`src/rtl/uart_pkg.sv`:
```
// Shared UART definitions: receiver state encoding and default line timing.
package uart_pkg;

    // Receiver FSM states; WAIT_IDLE is entered from reset and after a framing error.
    typedef enum logic [2:0] {
        WAIT_IDLE,
        IDLE,
        START,
        DATA,
        STOP
    } rx_state_t;

    // Default clock and line rate, shared by receiver and transmitter.
    localparam int DEFAULT_CLOCK_FREQ = 125_000_000;
    localparam int DEFAULT_BAUD_RATE  = 115_200;

endpackage : uart_pkg

```
`src/rtl/uart_receiver_if.sv`:
```
// Byte output channel of the UART receiver, plus its error pulses.
//
// Handshake: the receiver (master) raises data_out_valid with data_out and
// holds both stable until a clk edge where data_out_valid and data_out_ready
// are both high; that edge is the transfer. Valid never depends
// combinationally on ready. framing_error and overrun are single-cycle
// pulses that carry no handshake.
interface uart_receiver_if;
    logic [7:0] data_out;
    logic       data_out_valid;
    logic       data_out_ready;
    logic       framing_error;
    logic       overrun;

    modport master (
        output data_out,
        output data_out_valid,
        input  data_out_ready,
        output framing_error,
        output overrun
    );

    modport slave (
        input  data_out,
        input  data_out_valid,
        output data_out_ready,
        input  framing_error,
        input  overrun
    );
endinterface : uart_receiver_if

```
`src/rtl/synchronizer.sv`:
```
// Two-flop synchronizer for asynchronous inputs, with a programmable reset value.
module synchronizer #(
    parameter int               WIDTH       = 1,
    parameter logic [WIDTH-1:0] RESET_VALUE = '0
) (
    input  logic             clk,
    input  logic             rst,
    input  logic [WIDTH-1:0] d_i,
    output logic [WIDTH-1:0] q_o
);
    logic [WIDTH-1:0] meta_q;
    logic [WIDTH-1:0] sync_q;

    // Two-stage capture; the first stage may go metastable, the second settles it.
    always_ff @(posedge clk or posedge rst) begin
        if (rst) begin
            meta_q <= RESET_VALUE;
            sync_q <= RESET_VALUE;
        end else begin
            meta_q <= d_i;
            sync_q <= meta_q;
        end
    end

    assign q_o = sync_q;
endmodule : synchronizer

```
`src/rtl/uart_receiver.sv`:
```
// 8N1 UART receiver: oversampled bit timing, start-glitch rejection,
// framing-error and overrun pulses, ready/valid byte output.
module uart_receiver
    import uart_pkg::*;
#(
    parameter int CLOCK_FREQ = DEFAULT_CLOCK_FREQ,
    parameter int BAUD_RATE  = DEFAULT_BAUD_RATE
) (
    input  logic              clk,
    input  logic              reset,
    input  logic              serial_in,
    uart_receiver_if.master   rx_if,
    output rx_state_t         dbg_state_o
);
    localparam int SYMBOL_EDGE_TIME    = CLOCK_FREQ / BAUD_RATE;
    localparam int SAMPLE_TIME         = SYMBOL_EDGE_TIME / 2;
    localparam int CLOCK_COUNTER_WIDTH = $clog2(SYMBOL_EDGE_TIME);

    localparam logic [CLOCK_COUNTER_WIDTH-1:0] SYMBOL_LAST = CLOCK_COUNTER_WIDTH'(SYMBOL_EDGE_TIME - 1);
    localparam logic [CLOCK_COUNTER_WIDTH-1:0] SAMPLE_LAST = CLOCK_COUNTER_WIDTH'(SAMPLE_TIME - 1);
    localparam logic [CLOCK_COUNTER_WIDTH-1:0] CNT_ONE     = CLOCK_COUNTER_WIDTH'(1);

    logic rx;

    rx_state_t                      state_q,   state_d;
    logic [CLOCK_COUNTER_WIDTH-1:0] cnt_q,     cnt_d;
    logic [2:0]                     bit_idx_q, bit_idx_d;
    logic [7:0]                     shift_q,   shift_d;
    logic [7:0]                     data_q,    data_d;
    logic                           valid_q,   valid_d;
    logic                           fe_q,      fe_d;
    logic                           ov_q,      ov_d;

    // The line idles high, so the synchronizer resets to 1 to avoid a false start.
    synchronizer #(
        .WIDTH       (1),
        .RESET_VALUE (1'b1)
    ) u_rx_sync (
        .clk (clk),
        .rst (reset),
        .d_i (serial_in),
        .q_o (rx)
    );

    // State, bit timing, shift register and output registers.
    always_ff @(posedge clk or posedge reset) begin
        if (reset) begin
            state_q   <= WAIT_IDLE;
            cnt_q     <= '0;
            bit_idx_q <= '0;
            shift_q   <= '0;
            data_q    <= '0;
            valid_q   <= 1'b0;
            fe_q      <= 1'b0;
            ov_q      <= 1'b0;
        end else begin
            state_q   <= state_d;
            cnt_q     <= cnt_d;
            bit_idx_q <= bit_idx_d;
            shift_q   <= shift_d;
            data_q    <= data_d;
            valid_q   <= valid_d;
            fe_q      <= fe_d;
            ov_q      <= ov_d;
        end
    end

    // Next-state logic: frame sequencing, bit sampling and byte delivery.
    always_comb begin
        state_d   = state_q;
        cnt_d     = cnt_q;
        bit_idx_d = bit_idx_q;
        shift_d   = shift_q;
        data_d    = data_q;
        // A pending byte is released by a handshake; a fresh load below overrides this.
        valid_d   = valid_q & ~rx_if.data_out_ready;
        fe_d      = 1'b0;
        ov_d      = 1'b0;

        case (state_q)
            WAIT_IDLE: begin
                // Require one full symbol of continuous high before trusting the line.
                if (rx) begin
                    if (cnt_q == SYMBOL_LAST) begin
                        cnt_d   = '0;
                        state_d = IDLE;
                    end else begin
                        cnt_d = cnt_q + CNT_ONE;
                    end
                end else begin
                    cnt_d = '0;
                end
            end

            IDLE: begin
                cnt_d = '0;
                if (!rx) begin
                    state_d = START;
                end
            end

            START: begin
                // Re-check the start bit at its middle; a high here was a glitch.
                if (cnt_q == SAMPLE_LAST) begin
                    cnt_d = '0;
                    if (!rx) begin
                        bit_idx_d = '0;
                        state_d   = DATA;
                    end else begin
                        state_d = IDLE;
                    end
                end else begin
                    cnt_d = cnt_q + CNT_ONE;
                end
            end

            DATA: begin
                // Mid-bit samples one symbol apart; LSB arrives first.
                if (cnt_q == SYMBOL_LAST) begin
                    cnt_d     = '0;
                    shift_d   = {rx, shift_q[7:1]};
                    bit_idx_d = bit_idx_q + 3'd1;
                    if (bit_idx_q == 3'd7) begin
                        state_d = STOP;
                    end
                end else begin
                    cnt_d = cnt_q + CNT_ONE;
                end
            end

            STOP: begin
                if (cnt_q == SYMBOL_LAST) begin
                    cnt_d = '0;
                    if (rx) begin
                        state_d = IDLE;
                        // Load only if the slot is free or is emptying on this edge.
                        if (!valid_q || rx_if.data_out_ready) begin
                            data_d  = shift_q;
                            valid_d = 1'b1;
                        end else begin
                            ov_d = 1'b1;
                        end
                    end else begin
                        // Bad stop bit: drop the byte and resynchronise to an idle line.
                        fe_d    = 1'b1;
                        state_d = WAIT_IDLE;
                    end
                end else begin
                    cnt_d = cnt_q + CNT_ONE;
                end
            end

            default: begin
                cnt_d   = '0;
                state_d = WAIT_IDLE;
            end
        endcase
    end

    assign rx_if.data_out       = data_q;
    assign rx_if.data_out_valid = valid_q;
    assign rx_if.framing_error  = fe_q;
    assign rx_if.overrun        = ov_q;
    assign dbg_state_o          = state_q;
endmodule : uart_receiver
```
`src/flat_wrapper.sv`:
```
// flat-port wrapper written by rule: the top's interface ports become plain ports
module uart_receiver_flat import uart_pkg::*;
#(
    parameter int CLOCK_FREQ = DEFAULT_CLOCK_FREQ,
    parameter int BAUD_RATE  = DEFAULT_BAUD_RATE
)
  (clk, reset, serial_in, dbg_state_o, rx_if_data_out, rx_if_data_out_valid, rx_if_data_out_ready, rx_if_framing_error, rx_if_overrun);
  uart_receiver_if rx_if_i ();
  input  logic clk;
  input  logic reset;
  input  logic serial_in;
  output rx_state_t dbg_state_o;
  output wire logic [$bits(rx_if_i.data_out)-1:0] rx_if_data_out;
  output wire logic [$bits(rx_if_i.data_out_valid)-1:0] rx_if_data_out_valid;
  input wire logic [$bits(rx_if_i.data_out_ready)-1:0] rx_if_data_out_ready;
  output wire logic [$bits(rx_if_i.framing_error)-1:0] rx_if_framing_error;
  output wire logic [$bits(rx_if_i.overrun)-1:0] rx_if_overrun;
  assign rx_if_data_out = rx_if_i.data_out;
  assign rx_if_data_out_valid = rx_if_i.data_out_valid;
  assign rx_if_i.data_out_ready = rx_if_data_out_ready;
  assign rx_if_framing_error = rx_if_i.framing_error;
  assign rx_if_overrun = rx_if_i.overrun;
  uart_receiver #(.CLOCK_FREQ(CLOCK_FREQ), .BAUD_RATE(BAUD_RATE)) u_core (.clk(clk), .reset(reset), .serial_in(serial_in), .rx_if(rx_if_i), .dbg_state_o(dbg_state_o));
endmodule
```
`config.mk`:
```
export PLATFORM = sky130hd
export DESIGN_NAME = uart_receiver_flat
export DESIGN_NICKNAME = d
export VERILOG_FILES = /design/src/rtl/uart_pkg.sv /design/src/rtl/uart_receiver_if.sv /design/src/rtl/synchronizer.sv /design/src/rtl/uart_receiver.sv /design/src/flat_wrapper.sv
export SDC_FILE = /design/constraint.sdc
export NUM_CORES = 1
export LEC_CHECK = 0
export BUFFER_PORTS_ARGS = -buffer_cell sky130_fd_sc_hd__buf_2
export CAP_MARGIN = 20
export CELL_PAD_IN_SITES_DETAIL_PLACEMENT = 0
export CELL_PAD_IN_SITES_GLOBAL_PLACEMENT = 1
export CORE_MARGIN = 1.5
export CORE_UTILIZATION = 50
export DETAILED_ROUTE_END_ITERATION = 7
export MAX_ROUTING_LAYER = met4
export PLACE_DENSITY_LB_ADDON = 0.1
export SLEW_MARGIN = 20
export SYNTH_ARGS = -nofsm -noshare
export SYNTH_HDL_FRONTEND = slang
export SYNTH_SLANG_ARGS = --single-unit
```
`constraint.sdc`:
```
create_clock -name clk -period 3.8 [get_ports clk]
set_input_delay 0.76 -clock clk [delete_from_list [all_inputs] [get_ports clk]]
set_output_delay 0.76 -clock clk [all_outputs]
set_load 0.005 [all_outputs]
```
==> key figures <==
Final layout
  • Non-filler cells in the finished layout: 217
  • Multi-input gate area: 812 um2
  • Synth-to-Final Area Change: 9.61%
  • FF+latch area: 953 um2
  • N_diodes: 0
  • NumNets Final: 179
  • Fillers: 297
  • Share of cells above drive strength 1: 0.304

Synth
  • FFs w/ async S/R, synth: 1.00
  • Area contributors post-synth: dfrtp_1 (49%), mux2_2 (9.3%), ha_1 (3.4%)
  • Cell count after synthesis: 151
  • Seq/Total Area, Yosys: 0.523
  • Synth cell count leaders: dfrtp_1 (36), mux2_2 (15), nor2_1 (15)
  • Synth top area share: 0.494
  • Syn avg cell area: 12.1 um2
  • Yosys warnings: 0
  • Syn nets: 160
  • Synth Register Bits: 38
  • Largest area contributor in the netlist: dfrtp_1
  • Number of synthesized flops with an enable pin: 0
  • Most common cell in the synthesized netlist: dfrtp_1
  • Prevailing post-synth register cell: dfrtp_1
  • Area of the mapped netlist: 1820 um2
  • Post-synthesis cell type count: 43

Power
  • Pleak: 0.986 nW
  • Power Density: 328 nW/um2
  • VDD IR max: 0.000216 V

Timing
  • Slew headroom: 0.566
  • Fin Setup TNS: 0 ns
  • Hold Fails Final Rpt: 0
  • FMAX: 468 MHz
  • Worst-Margin Slew: 0.647 ns
  • Skew final: 0.00563 ns
  • Period utilisation layout: 0.562
  • Final-report setup violation count: 0
  • Pins Over Slew Limit: 0
  • Final period demand of the worst path: 2.13 ns
  • Unrepaired setup endpoints after global routing: no

Route
  • Routed WL: 3.07 mm
  • Drt first-iter violations: 106
  • DR vias: 1,196
  • Vias per inst: 5.51
  • Post-DRT Antenna Nets: 0
  • DRC errors left: 0
  • Detail-routed net length per standard cell: 14.2 um
  • DR pass1 iterations: 4

Clock network
  • Cts hold-fix bufs: 0
  • CTS Sinks: 38
  • CTS tree: yes
  • TritonCTS Buffers: 5
  • Clock transition at the registers of the reported paths: 0.11 ns
  • Worst skew pair latency: 0.34 ns
  • Clock Tree Root: clkbuf_4
  • Post-cts gate resize count: 0
  • H-Tree Level Count: 2
  • Max Root-Sink Buffers: 2
  • Setup bufs post-CTS: 0

Critical path
  • Critical-path cell list: or3_1 > nor4_4 > mux2_2
  • CP endpoint kind: register
  • Reg2Reg Setup Slack: 1.67 ns
  • Crit. Startpoint: u_core.cnt_q[7]$_DFF_PP0_
  • Worst R2R Start: u_core.cnt_q[7]$_DFF_PP0_
  • Worst-path fanout max: 10
  • Kind of critical path: reg -> reg
  • Crit-path slowest cell: nor4_4
  • Crit path arrival time: 2.37 ns
  • R2r endpoint: u_core.shift_q[3]$_DFFE_PP0P_
  • Max incr delay on CP: 0.67 ns
  • Worst setup path end: u_core.shift_q[3]$_DFFE_PP0P_
  • Reg2reg path depth: 3
  • Startpoint Class: register
  • Worst Path Required: 4.03 ns

Place
  • Placed Cells: 209
  • GP Congestion: 0.876
  • Port bufs: 17
  • HPWL Detailed: 2.18 mm

Global routing
  • Vias in the first global route: 1,219
  • Largest net degree at the start of global routing: 39
  • Initial antenna violation count: 0
  • Total GRT Usage: 0.191
  • Grt total ovfl: 0
  • First-pass GRT wire length: 5.75 mm

Worst hold path
  • Hold/Removal Path Class: reg -> reg

Floorplan
  • Initial Utilization: 0.534
  • Die footprint: 4020 um2
  • IO Count: 18
  • Core area: 3420 um2
  • Die Wd: 63.4 um
  • Die height: 63.4 um
  • Site Rows: 21

Run
  • Max-cap violation count: 0

Run status
  • Status: completed
## cell type report
class	count	area share
flip-flops and latches	38	0.477
multi-input cells	102	0.406
repair buffers	18	0.0463
well taps	46	0.0288
clock buffers	6	0.0257
inverters	5	0.00939
clock inverters	2	0.00626
## state kept, by name (all words and copies together) (netlist names)
name                         cells
u_core.bit_idx_q                 3
u_core.dbg_state_o               3
u_core.rx_if.data_out            8
u_core.u_rx_sync.q_o             1
u_core.rx_if.overrun             1
u_core.rx_if.data_out_valid      1
u_core.shift_q                   8
u_core.cnt_q                    11
u_core.rx_if.framing_error       1
u_core.u_rx_sync.meta_q          1
## critical path: cells and delay by family, from the launching register on
family / cells / cell delay, ns
flip-flops: 1 / 0.42
multiplexers: 1 / 0.41
AND/OR/NAND/NOR: 2 / 1.20
## through the flow
step / instance area, um2 / setup slack [ns] / hold slack [ns] / total power [W] / util
CTS: 2000 / 1.64 / 0.366 / 0.000666 / 0.585
global placement: 1930 / 1.70 / 0.346 / 0.000443 / 0.566
finish: 2000 / 1.67 / 0.364 / 0.000655 / 0.585
global route: 2000 / 1.52 / 0.372 / 0.000688 / 0.585
floorplan: 1820 / 1.86 / 0.345 / 0.000436 / -
detailed placement: 1930 / 1.67 / 0.349 / 0.000444 / 0.566
## cell families after synthesis
kind of cell / Yosys count / synth area share
xor+xnor: 9 / 0.0432
mux: 17 / 0.107
flops: 38 / 0.523
buf+inv: 11 / 0.0316
simple gates: 57 / 0.201
fa+ha+maj: 5 / 0.0343
compound gates: 14 / 0.0597
## power breakdown
| part | internal, W | switching [W] | total, W |
|---|---|---|---|
| Clock | 0.0000889 | 0.000130 | 0.000219 |
| Sequential | 0.000409 | 0.00000544 | 0.000414 |
| Combinational | 0.00000706 | 0.0000147 | 0.0000217 |
## routing by layer
metal,vias to the layer above,share of wire,GRT usage
met1,579,0.49,0.259
met2,28,0.45,0.264
met5,-,0,-
met3,5,0.048,0.0589
met4,0,0.0091,0.0815
li1,584,-,-
## worst min-delay path by stage
| stage | startpoint | slack [ns] | end | depth (start not counted) |
|---|---|---|---|---|
| global route | u_core.u_rx_sync.meta_q$_DFF_PP1_ | 0.37 | u_core.u_rx_sync.q_o$_DFF_PP1_ | 0 |
| detailed placement | u_core.u_rx_sync.meta_q$_DFF_PP1_ | 0.35 | u_core.u_rx_sync.q_o$_DFF_PP1_ | 0 |
| finish | u_core.u_rx_sync.meta_q$_DFF_PP1_ | 0.36 | u_core.u_rx_sync.q_o$_DFF_PP1_ | 0 |
| global placement | u_core.u_rx_sync.meta_q$_DFF_PP1_ | 0.35 | u_core.u_rx_sync.q_o$_DFF_PP1_ | 0 |
| floorplan | u_core.u_rx_sync.meta_q$_DFF_PP1_ | 0.35 | u_core.u_rx_sync.q_o$_DFF_PP1_ | 0 |
| CTS | u_core.u_rx_sync.meta_q$_DFF_PP1_ | 0.37 | u_core.u_rx_sync.q_o$_DFF_PP1_ | 0 |
## placed cells by master (no fill, tap or decap), types with 5 or more instances in the layout
master and instances:
clkbuf_4 5, nand2_1 7, nor2_1 15, buf_2 17
dfrtp_1 36, mux2_2 15, nand4_1 6, inv_1 5
xor2_1 7, ha_1 5
No activity file was read; power rests on OpenSTA's default activity.
